**src/rtl/add_sequencer.sv**
```systemverilog
// rtl/add_sequencer.sv - reads two words from memory, adds or subtracts them, writes the result back.
// Memory is synchronous: read data is valid on the edge after the read strobe.
module add_sequencer #(
    parameter int ADDR_W = 8,
    parameter int DATA_W = 16
) (
    input  logic              clock,
    input  logic              reset_n,
    input  logic              start,
    input  logic              op,
    input  logic [ADDR_W-1:0] addr_a,
    input  logic [ADDR_W-1:0] addr_b,
    input  logic [ADDR_W-1:0] addr_c,
    output logic              mem_read,
    output logic              mem_write,
    output logic [ADDR_W-1:0] mem_address,
    output logic [DATA_W-1:0] mem_wdata,
    input  logic [DATA_W-1:0] mem_rdata,
    output logic              busy,
    output logic              done,
    output logic [DATA_W-1:0] result,
    output logic              carry
);

    typedef enum logic [2:0] {
        IDLE  = 3'd0,
        RD_A  = 3'd1,
        RD_B  = 3'd2,
        CAP_B = 3'd3,
        WR    = 3'd4,
        DONE  = 3'd5
    } state_t;

    state_t              state_q, state_d;
    logic                op_q, op_d;
    logic [ADDR_W-1:0]   addr_a_q, addr_a_d;
    logic [ADDR_W-1:0]   addr_b_q, addr_b_d;
    logic [ADDR_W-1:0]   addr_c_q, addr_c_d;
    logic [DATA_W-1:0]   op_a_q, op_a_d;
    logic [DATA_W-1:0]   result_q, result_d;
    logic                carry_q, carry_d;

    // The extra top bit of the difference is the unsigned borrow.
    logic [DATA_W:0] sum_w;
    logic [DATA_W:0] diff_w;
    assign sum_w  = {1'b0, op_a_q} + {1'b0, mem_rdata};
    assign diff_w = {1'b0, op_a_q} - {1'b0, mem_rdata};

    always_ff @(posedge clock or negedge reset_n) begin
        if (!reset_n) begin
            state_q  <= IDLE;
            op_q     <= 1'b0;
            addr_a_q <= '0;
            addr_b_q <= '0;
            addr_c_q <= '0;
            op_a_q   <= '0;
            result_q <= '0;
            carry_q  <= 1'b0;
        end else begin
            state_q  <= state_d;
            op_q     <= op_d;
            addr_a_q <= addr_a_d;
            addr_b_q <= addr_b_d;
            addr_c_q <= addr_c_d;
            op_a_q   <= op_a_d;
            result_q <= result_d;
            carry_q  <= carry_d;
        end
    end

    always_comb begin
        state_d     = state_q;
        op_d        = op_q;
        addr_a_d    = addr_a_q;
        addr_b_d    = addr_b_q;
        addr_c_d    = addr_c_q;
        op_a_d      = op_a_q;
        result_d    = result_q;
        carry_d     = carry_q;
        mem_read    = 1'b0;
        mem_write   = 1'b0;
        mem_address = '0;
        mem_wdata   = '0;
        busy        = 1'b0;
        done        = 1'b0;
        unique case (state_q)
            IDLE: begin
                if (start) begin
                    op_d     = op;
                    addr_a_d = addr_a;
                    addr_b_d = addr_b;
                    addr_c_d = addr_c;
                    state_d  = RD_A;
                end
            end
            RD_A: begin
                busy        = 1'b1;
                mem_read    = 1'b1;
                mem_address = addr_a_q;
                state_d     = RD_B;
            end
            RD_B: begin
                busy        = 1'b1;
                mem_read    = 1'b1;
                mem_address = addr_b_q;
                op_a_d      = mem_rdata;
                state_d     = CAP_B;
            end
            CAP_B: begin
                busy = 1'b1;
                if (op_q) begin
                    result_d = diff_w[DATA_W-1:0];
                    carry_d  = diff_w[DATA_W];
                end else begin
                    result_d = sum_w[DATA_W-1:0];
                    carry_d  = sum_w[DATA_W];
                end
                state_d = WR;
            end
            WR: begin
                busy        = 1'b1;
                mem_write   = 1'b1;
                mem_address = addr_c_q;
                mem_wdata   = result_q;
                state_d     = DONE;
            end
            DONE: begin
                done    = 1'b1;
                state_d = IDLE;
            end
            default: state_d = IDLE;
        endcase
    end

    assign result = result_q;
    assign carry  = carry_q;

endmodule
```
**config.mk**
```make
export PLATFORM = sky130hd
export DESIGN_NAME = add_sequencer
export DESIGN_NICKNAME = d
export VERILOG_FILES = /design/src/rtl/add_sequencer.sv
export SDC_FILE = /design/constraint.sdc
export NUM_CORES = 1
export LEC_CHECK = 0
export BUFFER_PORTS_ARGS = -buffer_cell sky130_fd_sc_hd__buf_2
export CORE_MARGIN = 2
export CORE_UTILIZATION = 30
export DETAILED_ROUTE_END_ITERATION = 6
export GPL_TIMING_DRIVEN = 1
export PLACE_DENSITY = 0.54
export SLEW_MARGIN = 10
export SYNTH_ARGS = -nofsm -noshare
export SYNTH_HDL_FRONTEND = slang
export SYNTH_SLANG_ARGS = --single-unit
```
**constraint.sdc**
```tcl
create_clock -name clock -period 2.9 [get_ports clock]
set_input_delay 0.29 -clock clock [delete_from_list [all_inputs] [get_ports clock]]
set_output_delay 0.29 -clock clock [all_outputs]
set_load 0.02 [all_outputs]
```
==> run_summary.xml, run 1 <==
<?xml version="1.0" encoding="UTF-8"?>
<metrics>
  <group name="drt">
    <metric name="drt-vias-per-instance" unit="">4.94</metric>
    <metric name="drt_pass1_iterations" unit="">5</metric>
    <metric name="drt_iter0_drc" unit="">196</metric>
    <metric name="avgRoutedWirePerCell" unit="µm">15.5</metric>
    <metric name="route.detailed.drc" unit="">0</metric>
    <metric name="ant_nets" unit="">0</metric>
    <metric name="routed_wl" unit="mm">11.0</metric>
    <metric name="via_count" unit="">3500</metric>
  </group>
  <group name="yosys">
    <metric name="synth_top_area_share" unit="%">36.6</metric>
    <metric name="post_synth_instance_area" unit="µm²">4170</metric>
    <metric name="synth.net_count" unit="">518</metric>
    <metric name="synthCells" unit="">440</metric>
    <metric name="yosys.cell_count.top_type" unit="">dfrtp_1</metric>
    <metric name="synth_cell_types" unit="">62</metric>
    <metric name="synth_top_cell_by_area" unit="">dfrtp_1</metric>
    <metric name="synth_top_cells_by_area" unit="">dfrtp_1, ha_1, mux2_2, nand2_1, o21ai_0</metric>
    <metric name="synthTopCellsByCount" unit="">dfrtp_1, nand2_1, mux2_2</metric>
    <metric name="mean_post_synth_cell_area" unit="µm²">9.48</metric>
    <metric name="synth_enable_flop_cells" unit="">0</metric>
    <metric name="postSynthRegisterBits" unit="">61</metric>
    <metric name="ys_async_sr_fraction" unit="%">100</metric>
    <metric name="ys.flop_type" unit="">dfrtp_1</metric>
    <metric name="synthesis.yosys.warnings" unit="">0</metric>
    <metric name="seq_area_frac_synth" unit="%">36.6</metric>
  </group>
  <group name="timing">
    <metric name="setup_tns" unit="ns">0</metric>
    <metric name="worst-slew-pin-transition" unit="ns">0.820</metric>
    <metric name="timing_hold_violations_final" unit="">0</metric>
    <metric name="setup_viol" unit="">0</metric>
    <metric name="clock_skew" unit="ns">0.00948</metric>
    <metric name="postLayoutSetupSlackWorst" unit="ns">0.418</metric>
    <metric name="timing.final.crit_share" unit="%">85.6</metric>
    <metric name="post-route-min-period" unit="ns">2.48</metric>
    <metric name="slew-limit-headroom" unit="%">45.3</metric>
    <metric name="timing.fmax" unit="GHz">0.403</metric>
    <metric name="grt_setup_unrepaired" unit="">no</metric>
    <metric name="timing_max_transition_violations_final" unit="">0</metric>
  </group>
  <group name="clock_network">
    <metric name="clock_tree.root_cell" unit="">clkbuf_16</metric>
    <metric name="post_cts.repair.setup_buffers" unit="">0</metric>
    <metric name="cts.repair.resized" unit="">0</metric>
    <metric name="htreeDepth" unit="">3</metric>
    <metric name="cts_tree" unit="">yes</metric>
    <metric name="cts.clk_slew.worst_paths" unit="ns">0.06</metric>
    <metric name="worstSkewPairLatency" unit="ns">0.34</metric>
    <metric name="numClockSinks" unit="">61</metric>
    <metric name="cts.path.max_buffers" unit="">2</metric>
    <metric name="cts_inserted_buffers" unit="">9</metric>
    <metric name="cts_hold_buf" unit="">0</metric>
  </group>
  <group name="worst_setup_path">
    <metric name="cp_max_fo" unit="">3</metric>
    <metric name="worst_path_largest_cell_delay" unit="ns">0.40</metric>
    <metric name="crit_path_start" unit="">op_a_q[0]$_DFFE_PN0N_</metric>
    <metric name="critPathRequiredTime" unit="ns">3.14</metric>
    <metric name="cp-endpoint" unit="">result[12]$_DFFE_PN0N_</metric>
    <metric name="critPathArrivalTime" unit="ns">2.72</metric>
    <metric name="reg2reg_setup_slack" unit="ns">0.42</metric>
    <metric name="reg2reg_to" unit="">result[12]$_DFFE_PN0N_</metric>
    <metric name="path_class" unit="">reg -&gt; reg</metric>
    <metric name="path_cells" unit="">inv_1 -&gt; ha_1 -&gt; fa_1 -&gt; nor2b_1 -&gt; o21bai_1 -&gt; a21oi_1 -&gt; a31o_2 -&gt; nand4_1 -&gt; and4_1 -&gt; o31ai_1</metric>
    <metric name="regToRegStartpoint" unit="">op_a_q[0]$_DFFE_PN0N_</metric>
    <metric name="cpMaxStageDelayCell" unit="">fa_1</metric>
    <metric name="crit_path_end_kind" unit="">flop</metric>
    <metric name="crit_path_start_kind" unit="">flop</metric>
    <metric name="depth_of_the_worst_register_to_register_path" unit="">10</metric>
  </group>
  <group name="final_layout">
    <metric name="diodes" unit="">0</metric>
    <metric name="multi_input_area" unit="µm²">2400</metric>
    <metric name="filler_cells" unit="">1424</metric>
    <metric name="seqCellArea" unit="µm²">1530</metric>
    <metric name="areaGrowthSynthToFinish" unit="%">22.4</metric>
    <metric name="layout-drive-gt1-share" unit="%">29.5</metric>
    <metric name="nets" unit="">601</metric>
    <metric name="stdcell_count" unit="">708</metric>
  </group>
  <group name="floorplanning">
    <metric name="io_pins" unit="">89</metric>
    <metric name="fp.coreArea" unit="µm²">13700</metric>
    <metric name="start_util" unit="%">30.4</metric>
    <metric name="core.rowCount" unit="">43</metric>
    <metric name="floorplan.die.height" unit="µm">122</metric>
    <metric name="floorplan.die_area" unit="µm²">14900</metric>
    <metric name="chipWidth" unit="µm">122</metric>
  </group>
  <group name="global_routing">
    <metric name="global_route_wire_length_before_repair" unit="mm">18.3</metric>
    <metric name="grt_pass1_vias" unit="">3588</metric>
    <metric name="maximum_number_of_pins_on_one_net_before_global_route_repair" unit="">62</metric>
    <metric name="grt_util_all_layers" unit="%">16.0</metric>
    <metric name="grt_antenna_before_repair" unit="">0</metric>
    <metric name="global_route.overflow_total" unit="">0</metric>
  </group>
  <group name="placed_design">
    <metric name="pre_cts_ws" unit="ns">0.405</metric>
    <metric name="post-place-cells" unit="">692</metric>
    <metric name="hpwlAfterDp" unit="mm">8.21</metric>
    <metric name="port_buffers" unit="">88</metric>
    <metric name="globalplace.congestion" unit="">0.878</metric>
  </group>
  <group name="power">
    <metric name="vdd_drop_max" unit="V">0.000484</metric>
    <metric name="power.leakage" unit="nW">2.42</metric>
    <metric name="post-layout-total-power" unit="mW">6.20</metric>
    <metric name="power_density" unit="nW/µm²">1220</metric>
  </group>
  <group name="run">
    <metric name="drv_cap" unit="">0</metric>
  </group>
  <group name="hold_path">
    <metric name="holdCritPathClass" unit="">in -&gt; async</metric>
  </group>
  <group name="run_status">
    <metric name="run_status" unit="">completed</metric>
  </group>
</metrics>
==> cells in the final DEF (no fill, tap or decap), drive strengths merged, types with 2 or more instances in the layout <==
cell type  Yosys  final
xnor2          9      9
o21ai         32     32
ha            32     32
mux2          38     38
fa             2      2
nand2         40     40
a21oi         25     25
nand4          6      6
inv           32     34
buf           13     97
dfrtp         61     61
nor2          24     24
nor3           5      5
nand3          5      5
a31oi          8      8
clkinvlp       0      2
and2          18     18
o21bai         4      4
o211ai         5      5
a22oi          9      9
o31ai          7      7
o311ai         2      2
nor2b          5      5
a21o           6      6
mux2i          4      4
nor3b          3      3
a2111oi        2      2
xor2           2      2
bufinv         0      2
a211oi         5      5
clkbuf        12      9
a41oi          2      2
==> through the flow <==
stage	util [%]	area, µm²	hold slack (ns)
after CTS	37.2	5100	0.148
final	37.2	5100	0.128
after global placement	34.9	4780	0.469
after detailed placement	34.9	4780	0.475
after floorplan	-	4170	-0.00559
after global routing	37.2	5100	0.158
==> where the power goes <==
part / switching (mW) / internal [mW]
Clock: 0.416 / 0.756
Combinational: 2.00 / 1.39
Sequential: 0.347 / 1.29
==> per-layer routing <==
layer,GRT usage (%),wire (µm)
met3,5.95,1040
met2,25.6,4980
met4,5.03,194
met1,19.9,4750
met5,0,0
==> worst max-delay path: cells and delay by family, from the launching register on <==
kind	cells	cell delay (ns)
fa+ha+maj	2	0.60
buf+inv	1	0.05
compound gates	4	0.88
flops	1	0.34
simple gates	3	0.51
==> kinds of logic (layout without fill, tap and decap cells) <==
group / after synthesis / after routing / share of synthesized area [%]
AOI/OAI and AO/OA: 118 / 118 / 18.8
xor gates and xnor gates: 11 / 11 / 2.31
adders and majority gates: 34 / 34 / 10.6
buffers and inverters: 57 / 145 / 6.30
DFF: 61 / 61 / 36.6
muxes: 42 / 42 / 11.2
and+or+nand+nor: 117 / 117 / 14.2
==> how the worst min path moves through the flow <==
stage	endpoint	slack, ns	cells after the start
after floorplan	addr_a_q[0]$_DFFE_PN0P_	-0.006	0
after global placement	addr_a_q[3]$_DFFE_PN0P_	0.47	1
after detailed placement	addr_a_q[3]$_DFFE_PN0P_	0.47	1
after CTS	op_q$_DFFE_PN0P_	0.15	3
after global routing	addr_a_q[4]$_DFFE_PN0P_	0.16	2
final	result[6]$_DFFE_PN0N_	0.13	2
==> registers in the layout, indices dropped and copies added, names as in the netlist <==
| name | count |
|---|---|
| op_a_q | 16 |
| result | 16 |
| addr_a_q | 8 |
| addr_b_q | 8 |
| addr_c_q | 8 |
| state_q | 3 |
| carry | 1 |
| op_q | 1 |
==> cell type report <==
| class | instances | share of cell area [%] |
|---|---|---|
| Clock buffer | 9 | 4.41 |
| Clock inverter | 7 | 1.91 |
| Inverter | 32 | 2.35 |
| Multi-Input combinational cell | 322 | 47.1 |
| Sequential cell | 61 | 29.9 |
| Tap cell | 180 | 4.41 |
| Timing Repair Buffer | 97 | 9.95 |
(Power assumes the default switching activity.)
==> run 2: changes to the inputs <==
--- a/config.mk
+++ b/config.mk
@@ -5,12 +5,12 @@
 export SDC_FILE = /design/constraint.sdc
 export NUM_CORES = 1
 export LEC_CHECK = 0
-export BUFFER_PORTS_ARGS = -buffer_cell sky130_fd_sc_hd__buf_2
 export CORE_MARGIN = 2
 export CORE_UTILIZATION = 30
 export DETAILED_ROUTE_END_ITERATION = 6
+export DONT_BUFFER_PORTS = 1
 export GPL_TIMING_DRIVEN = 1
-export PLACE_DENSITY = 0.54
+export PLACE_DENSITY = 0.49
 export SLEW_MARGIN = 10
 export SYNTH_ARGS = -nofsm -noshare
 export SYNTH_HDL_FRONTEND = slang
==> constraint.sdc (replaced) <==
create_clock -name clock -period 2.4 [get_ports clock]
set_input_delay 0.24 -clock clock [delete_from_list [all_inputs] [get_ports clock]]
set_output_delay 0.24 -clock clock [all_outputs]
set_load 0.02 [all_outputs]
==> run 2 against run 1 <==
Net effect:
- the run now ends with setup timing left
- cell area shrank 3.0%
- largest power group unchanged
- first-iteration DRC count shrank 30%
- highest routed layer is now met5
- non-clock buffer count shrank 61
- sequential power grew 31%
- global-route usage is essentially flat
- clock power is essentially flat
- largest cell class unchanged
- combinational power grew 24%
- critical path type unchanged
- register-to-register slack lost 0.52 ns
- clock skew shrank 0.0023 ns
==> run_summary.xml, run 2 (synthesis gave the netlist of run 1 again) <==
<?xml version="1.0" encoding="UTF-8"?>
<metrics>
  <group name="worst_setup_path">
    <metric name="reg2reg_setup_slack" unit="ns">-0.10</metric>
    <metric name="crit_path_end_kind" unit="">flop</metric>
    <metric name="regToRegStartpoint" unit="">op_a_q[0]$_DFFE_PN0N_</metric>
    <metric name="crit_path_start" unit="">op_a_q[0]$_DFFE_PN0N_</metric>
    <metric name="critPathArrivalTime" unit="ns">2.70</metric>
    <metric name="cpMaxStageDelayCell" unit="">dfrtp_1</metric>
    <metric name="cpMostUsedCell" unit="">o211ai_1</metric>
    <metric name="crit_family" unit="">compound AO/OA/AOI/OAI gates</metric>
    <metric name="cp_max_fo" unit="">3</metric>
    <metric name="path_class" unit="">reg -&gt; reg</metric>
    <metric name="depth_of_the_worst_register_to_register_path" unit="">10</metric>
    <metric name="crit_path_start_kind" unit="">flop</metric>
    <metric name="reg2reg_to" unit="">carry$_DFFE_PN0N_</metric>
    <metric name="worst_path_largest_cell_delay" unit="ns">0.38</metric>
    <metric name="cp_num_buf_inv" unit="">1</metric>
    <metric name="critPathRequiredTime" unit="ns">2.60</metric>
    <metric name="path_cells" unit="">ha_2 -&gt; fa_2 -&gt; and2b_1 -&gt; o211ai_1 -&gt; a31oi_2 -&gt; a41oi_2 -&gt; buf_4 -&gt; nor3_2 -&gt; o211ai_1 -&gt; a41oi_1</metric>
  </group>
  <group name="timing">
    <metric name="timing.final.crit_share" unit="%">104</metric>
    <metric name="worst-slew-pin-transition" unit="ns">0.429</metric>
    <metric name="setup_viol" unit="">3</metric>
    <metric name="clock_skew" unit="ns">0.00718</metric>
    <metric name="postLayoutSetupSlackWorst" unit="ns">-0.103</metric>
    <metric name="timing.fmax" unit="GHz">0.400</metric>
    <metric name="post-route-min-period" unit="ns">2.50</metric>
    <metric name="slew-limit-headroom" unit="%">71.3</metric>
    <metric name="grt_setup_unrepaired" unit="">yes</metric>
    <metric name="setup_tns" unit="ns">-0.225</metric>
    <metric name="timing_hold_violations_final" unit="">0</metric>
    <metric name="timing_max_transition_violations_final" unit="">0</metric>
  </group>
  <group name="clock_network">
    <metric name="clock_tree.root_cell" unit="">clkbuf_16</metric>
    <metric name="cts_inserted_buffers" unit="">9</metric>
    <metric name="numClockSinks" unit="">61</metric>
    <metric name="cts_tree" unit="">yes</metric>
    <metric name="cts.clk_slew.worst_paths" unit="ns">0.05</metric>
    <metric name="htreeDepth" unit="">3</metric>
    <metric name="worstSkewPairLatency" unit="ns">0.34</metric>
    <metric name="cts.path.max_buffers" unit="">2</metric>
  </group>
  <group name="run_status">
    <metric name="failed_checks" unit="">setup timing</metric>
    <metric name="run_status" unit="">complete, but fails checks</metric>
  </group>
  <group name="placed_design">
    <metric name="hpwlAfterDp" unit="mm">8.29</metric>
    <metric name="port_buffers" unit="">0</metric>
    <metric name="pre_cts_ws" unit="ns">-0.0404</metric>
    <metric name="globalplace.congestion" unit="">0.841</metric>
  </group>
  <group name="drt">
    <metric name="routedLengthMet1" unit="mm">4.67</metric>
    <metric name="avgRoutedWirePerCell" unit="µm">17.3</metric>
    <metric name="topRoutingLayerUsed" unit="">met5</metric>
    <metric name="wire_length_on_met2" unit="mm">5.46</metric>
    <metric name="ant_nets" unit="">0</metric>
    <metric name="routed_length_on_met3" unit="µm">916</metric>
    <metric name="drt-vias-per-instance" unit="">5.20</metric>
    <metric name="routed_wl" unit="mm">11.2</metric>
    <metric name="via_count" unit="">3365</metric>
    <metric name="drt_iter0_drc" unit="">137</metric>
    <metric name="drt_pass1_iterations" unit="">4</metric>
    <metric name="route.detailed.drc" unit="">0</metric>
  </group>
  <group name="hold_path">
    <metric name="worstHoldStart" unit="">op</metric>
    <metric name="timing.hold.worst_path_depth" unit="">2</metric>
    <metric name="holdCritPathClass" unit="">in -&gt; reg</metric>
    <metric name="hold-path-endpoint" unit="">op_q$_DFFE_PN0P_</metric>
  </group>
  <group name="final_layout">
    <metric name="diodes" unit="">0</metric>
    <metric name="layout-drive-gt1-share" unit="%">23.8</metric>
    <metric name="multi_input_area" unit="µm²">2510</metric>
    <metric name="final_design_utilization" unit="%">36.1</metric>
    <metric name="filler_cells" unit="">1439</metric>
    <metric name="seqCellArea" unit="µm²">1530</metric>
    <metric name="areaGrowthSynthToFinish" unit="%">18.7</metric>
    <metric name="layout_commonest_cell" unit="">dfrtp_1</metric>
    <metric name="nets" unit="">540</metric>
    <metric name="layout_common_cells" unit="">dfrtp_1, nand2_1, mux2_2, buf_4, inv_1</metric>
  </group>
  <group name="floorplanning">
    <metric name="floorplan.die.height" unit="µm">122</metric>
    <metric name="chipWidth" unit="µm">122</metric>
    <metric name="io_pins" unit="">89</metric>
    <metric name="start_util" unit="%">30.4</metric>
    <metric name="floorplan.die_area" unit="µm²">14900</metric>
    <metric name="fp.coreArea" unit="µm²">13700</metric>
    <metric name="core.rowCount" unit="">43</metric>
  </group>
  <group name="global_routing">
    <metric name="grt_util_all_layers" unit="%">15.9</metric>
    <metric name="grt_antenna_before_repair" unit="">1</metric>
    <metric name="grt_pass1_vias" unit="">3556</metric>
    <metric name="global_route_wire_length_before_repair" unit="mm">18.3</metric>
    <metric name="maximum_number_of_pins_on_one_net_before_global_route_repair" unit="">62</metric>
    <metric name="global_route.overflow_total" unit="">0</metric>
  </group>
  <group name="power">
    <metric name="post-layout-total-power" unit="mW">7.51</metric>
    <metric name="vdd_drop_max" unit="V">0.000602</metric>
    <metric name="power_density" unit="nW/µm²">1520</metric>
    <metric name="power.leakage" unit="nW">2.17</metric>
  </group>
  <group name="run">
    <metric name="drv_cap" unit="">0</metric>
  </group>
</metrics>
[run 2: cell types whose count changed in the layout (fill, tap and decap cells not counted), sizes merged]
cell         previous run  this run
bufinv                  2         0
clkinv                  1         5
buf                    97        35
clkbuf                  9        10
inv                    34        32
dlygate4sd3             0         1
clkinvlp                2         1
[run 2: how the worst max path moves through the flow]
| stage | end | cells past startpoint | slack [ns] |
|---|---|---|---|
| CTS | result[14]$_DFFE_PN0N_ | 9 | 0.001 |
| global route | result[14]$_DFFE_PN0N_ | 10 | -0.25 |
| finish | carry$_DFFE_PN0N_ | 10 | -0.10 |
| detailed placement | result[12]$_DFFE_PN0N_ | 9 | -0.04 |
| floorplan | result[8]$_DFFE_PN0N_ | 9 | 0.20 |
| global placement | result[12]$_DFFE_PN0N_ | 9 | 0.02 |
[run 2: per-layer routing]
layer | track usage, % | up-vias
met4 | 3.81 | 2
li1 | - | 1602
met2 | 26.3 | 105
met5 | 0 | -
met1 | 19.0 | 1642
met3 | 7.35 | 14
[run 2: worst reg2reg max path, stage by stage (launching register included)]
cell      delay, ns
dfrtp_1        0.38
ha_2           0.18
fa_2           0.33
and2b_1        0.18
o211ai_1       0.28
a31oi_2        0.17
a41oi_2        0.30
buf_4          0.18
nor3_2         0.04
o211ai_1       0.19
a41oi_1        0.13
[run 2: stage by stage]
stage               area (µm²)  std cells  hold slack [ns]
global route              4950        647           0.0137
finish                    4950        647           0.0277
global placement          4510        626          -0.0531
floorplan                 4170        440          -0.0556
detailed placement        4510        626          -0.0533
CTS                       4830        644           0.0187
[run 2: cell type report]
cell class / instances / area share [%]
multi-input combinational: 322 / 50.8
timing repair buffer: 36 / 5.92
tap: 180 / 4.55
clock inverter: 6 / 0.809
sequential: 61 / 30.9
inverter: 32 / 2.43
clock buffer: 10 / 4.63
[run 2: what timing repair did]
item	CTS	global route
pin swaps	1	15
hold buffers	2	0
endpoints found under the hold margin	61	0
buffers inserted	0	3
endpoints found under the setup margin	3	12
resized for setup	3	20
[run 2: power breakdown]
group	switching, mW	internal [mW]	total (mW)
Combinational	2.34	1.84	4.19
Sequential	0.587	1.56	2.15
Clock	0.485	0.695	1.18
==> run 3: changes to the inputs <==
--- a/config.mk
+++ b/config.mk
@@ -10,7 +10,7 @@
 export DETAILED_ROUTE_END_ITERATION = 6
 export DONT_BUFFER_PORTS = 1
 export GPL_TIMING_DRIVEN = 1
-export PLACE_DENSITY = 0.49
+export PLACE_DENSITY = 0.5
 export SLEW_MARGIN = 10
 export SYNTH_ARGS = -nofsm -noshare
 export SYNTH_HDL_FRONTEND = slang
==> constraint.sdc (replaced) <==
create_clock -name clock -period 2 [get_ports clock]
set_input_delay 0.2 -clock clock [delete_from_list [all_inputs] [get_ports clock]]
set_output_delay 0.2 -clock clock [all_outputs]
set_load 0.02 [all_outputs]
==> run 3 against run 2 <==
Net effect:
- non-clock buffer count up 92
- the run still ends with setup timing left
- utilization rose by 7.7 points
- combinational power increased by 50%
- critical path type unchanged
- clock-buffer cell count is 1 lower
==> run_summary.xml, run 3 (synthesis gave the netlist of run 1 again) <==
<?xml version="1.0" encoding="UTF-8"?>
<metrics>
  <group name="worst_setup_path">
    <metric name="cp_num_buf_inv" unit="">0</metric>
    <metric name="path_class" unit="">reg -&gt; reg</metric>
    <metric name="depth_of_the_worst_register_to_register_path" unit="">9</metric>
    <metric name="crit_path_start_kind" unit="">flop</metric>
    <metric name="regToRegStartpoint" unit="">op_a_q[0]$_DFFE_PN0N_</metric>
    <metric name="crit_path_end_kind" unit="">flop</metric>
    <metric name="worst_path_largest_cell_delay" unit="ns">0.38</metric>
    <metric name="reg2reg_setup_slack" unit="ns">-0.36</metric>
    <metric name="critPathArrivalTime" unit="ns">2.59</metric>
    <metric name="cpMaxStageDelayCell" unit="">dfrtp_1</metric>
    <metric name="reg2reg_to" unit="">result[8]$_DFFE_PN0N_</metric>
    <metric name="path_cells" unit="">ha_2 -&gt; fa_2 -&gt; and2b_1 -&gt; o211ai_1 -&gt; a31oi_2 -&gt; o211a_1 -&gt; a211o_1 -&gt; xnor2_1 -&gt; o21ai_1</metric>
    <metric name="crit_family" unit="">compound AO/OA/AOI/OAI gates</metric>
    <metric name="cp_max_fo" unit="">2</metric>
    <metric name="number_of_gates_on_the_worst_path_with_buffers_counted" unit="">9</metric>
    <metric name="critPathRequiredTime" unit="ns">2.23</metric>
  </group>
  <group name="clock_network">
    <metric name="worstSkewPairLatency" unit="ns">0.35</metric>
    <metric name="cts.path.max_buffers" unit="">2</metric>
    <metric name="cts_inserted_buffers" unit="">9</metric>
    <metric name="cts_tree" unit="">yes</metric>
    <metric name="numClockSinks" unit="">61</metric>
    <metric name="clock_tree.root_cell" unit="">clkbuf_16</metric>
    <metric name="htreeDepth" unit="">3</metric>
    <metric name="cts.clk_slew.worst_paths" unit="ns">0.06</metric>
  </group>
  <group name="timing">
    <metric name="post-route-min-period" unit="ns">2.36</metric>
    <metric name="grt_setup_unrepaired" unit="">yes</metric>
    <metric name="timing.fmax" unit="GHz">0.423</metric>
    <metric name="timing_max_transition_violations_final" unit="">0</metric>
    <metric name="worst-slew-pin-transition" unit="ns">0.429</metric>
    <metric name="clock_skew" unit="ns">0.00783</metric>
    <metric name="timing_hold_violations_final" unit="">0</metric>
    <metric name="slew-limit-headroom" unit="%">71.3</metric>
    <metric name="postLayoutSetupSlackWorst" unit="ns">-0.363</metric>
    <metric name="timing.final.crit_share" unit="%">118</metric>
    <metric name="setup_viol" unit="">9</metric>
  </group>
  <group name="floorplanning">
    <metric name="floorplan.die.height" unit="µm">122</metric>
    <metric name="io_pins" unit="">89</metric>
    <metric name="start_util" unit="%">30.4</metric>
    <metric name="floorplan.die_area" unit="µm²">14900</metric>
    <metric name="fp.coreArea" unit="µm²">13700</metric>
    <metric name="chipWidth" unit="µm">122</metric>
    <metric name="core.rowCount" unit="">43</metric>
  </group>
  <group name="global_routing">
    <metric name="grt_util_all_layers" unit="%">17.0</metric>
    <metric name="grt_antenna_before_repair" unit="">0</metric>
    <metric name="maximum_number_of_pins_on_one_net_before_global_route_repair" unit="">62</metric>
    <metric name="global_route.overflow_total" unit="">0</metric>
    <metric name="grt_pass1_vias" unit="">3956</metric>
    <metric name="global_route_wire_length_before_repair" unit="mm">19.7</metric>
  </group>
  <group name="placed_design">
    <metric name="pre_cts_ws" unit="ns">-0.343</metric>
    <metric name="port_buffers" unit="">0</metric>
    <metric name="globalplace.congestion" unit="">0.862</metric>
    <metric name="place_area" unit="µm²">4970</metric>
    <metric name="hpwlAfterDp" unit="mm">8.77</metric>
  </group>
  <group name="drt">
    <metric name="drt_iter0_drc" unit="">136</metric>
    <metric name="routed_wl" unit="mm">12.1</metric>
    <metric name="avgRoutedWirePerCell" unit="µm">16.4</metric>
    <metric name="drt-vias-per-instance" unit="">5.02</metric>
    <metric name="via_count" unit="">3711</metric>
    <metric name="route.detailed.drc" unit="">0</metric>
    <metric name="drt_pass1_iterations" unit="">4</metric>
    <metric name="ant_nets" unit="">0</metric>
  </group>
  <group name="final_layout">
    <metric name="filler_cells" unit="">1339</metric>
    <metric name="layout_common_cells" unit="">buf_4, dfrtp_1, dlygate4sd3_1</metric>
    <metric name="layout_commonest_cell" unit="">buf_4</metric>
    <metric name="postLayoutCellArea" unit="µm²">6010</metric>
    <metric name="layout-drive-gt1-share" unit="%">34.9</metric>
    <metric name="areaGrowthSynthToFinish" unit="%">44.0</metric>
    <metric name="nets" unit="">632</metric>
    <metric name="diodes" unit="">0</metric>
  </group>
  <group name="hold_path">
    <metric name="holdCritPathClass" unit="">in -&gt; reg</metric>
    <metric name="timing.hold.worst_path_depth" unit="">1</metric>
    <metric name="hold-path-endpoint" unit="">op_a_q[8]$_DFFE_PN0N_</metric>
    <metric name="worstHoldStart" unit="">mem_rdata[8]</metric>
  </group>
  <group name="run">
    <metric name="drv_cap" unit="">0</metric>
  </group>
  <group name="power">
    <metric name="power_density" unit="nW/µm²">1750</metric>
    <metric name="power.leakage" unit="nW">2.64</metric>
    <metric name="vdd_drop_max" unit="V">0.000893</metric>
  </group>
  <group name="run_status">
    <metric name="run_status" unit="">complete, but fails checks</metric>
    <metric name="failed_checks" unit="">setup timing</metric>
  </group>
</metrics>
==> run 3: cell types whose count changed in the layout (fill, tap and decap cells not counted), sizes merged <==
cell         before  now
bufinv            0    1
inv              32   34
buf              35   88
dlygate4sd3       1   40
clkbuf           10    9
clkinv            5    3
==> run 3: per-stage QoR <==
step / TNS, ns / power (mW) / instances / utilization [%] / hold WS, ns
finish: -2.22 / 10.5 / 739 / 43.8 / 0.0134
global route: -3.32 / 11.4 / 739 / 43.8 / 0.00145
CTS: -2.37 / 10.2 / 734 / 42.4 / 0.00118
detailed placement: -2.52 / 8.17 / 672 / 36.2 / -0.0927
global placement: -2.21 / 8.08 / 672 / 36.2 / -0.0932
floorplan: -0.362 / 6.13 / 440 / - / -0.0956
==> run 3: final cells by class <==
type	count	area [µm²]	share of cell area, %
multi-input combinational	322	2710	45.1
sequential	61	1530	25.5
timing repair buffer	128	1120	18.6
clock buffer	9	225	3.75
tap	180	225	3.75
inverter	32	120	2.00
clock inverter	7	81.3	1.35
==> run 3: worst max-delay path by stage <==
stage / from / endpoint
after floorplan: op_a_q[0]$_DFFE_PN0N_ / result[8]$_DFFE_PN0N_
after global placement: op_a_q[0]$_DFFE_PN0N_ / result[8]$_DFFE_PN0N_
after detailed placement: op_a_q[0]$_DFFE_PN0N_ / result[8]$_DFFE_PN0N_
after CTS: op_a_q[0]$_DFFE_PN0N_ / result[12]$_DFFE_PN0N_
after global routing: op_a_q[0]$_DFFE_PN0N_ / result[14]$_DFFE_PN0N_
final: op_a_q[0]$_DFFE_PN0N_ / result[8]$_DFFE_PN0N_
==> run 3: routing by layer <==
layer  GRT usage, %  share of wire [%]  vias up
li1               -                  -     1792
met1           20.4                 43     1802
met2           29.1                 50      104
met3           5.34                6.3       13
met4           5.46                1.2        0
met5              0                  0        -
==> run 3: worst register-to-register path, delay by kind of cell, from the launching register on <==
kind                     cells  cell delay (ns)
AND/OR/NAND/NOR              1             0.19
flip-flops                   1             0.38
adder cells (fa/ha/maj)      2             0.56
XOR/XNOR                     1             0.16
AO/OA/AOI/OAI                5             0.98
==> run 3: where the power goes <==
part / internal, mW / leakage [nW] / switching [mW]
Sequential: 1.88 / 0.725 / 0.736
Combinational: 3.15 / 1.77 / 3.16
Clock: 0.979 / 0.147 / 0.649
==> run 3: what timing repair did <==
action                     CTS  global route
setup endpoints to repair   20            22
buffers inserted             5             5
hold buffers                41             0
hold endpoints to repair   100             0
resized for setup           18            37
pin swaps                   11            21
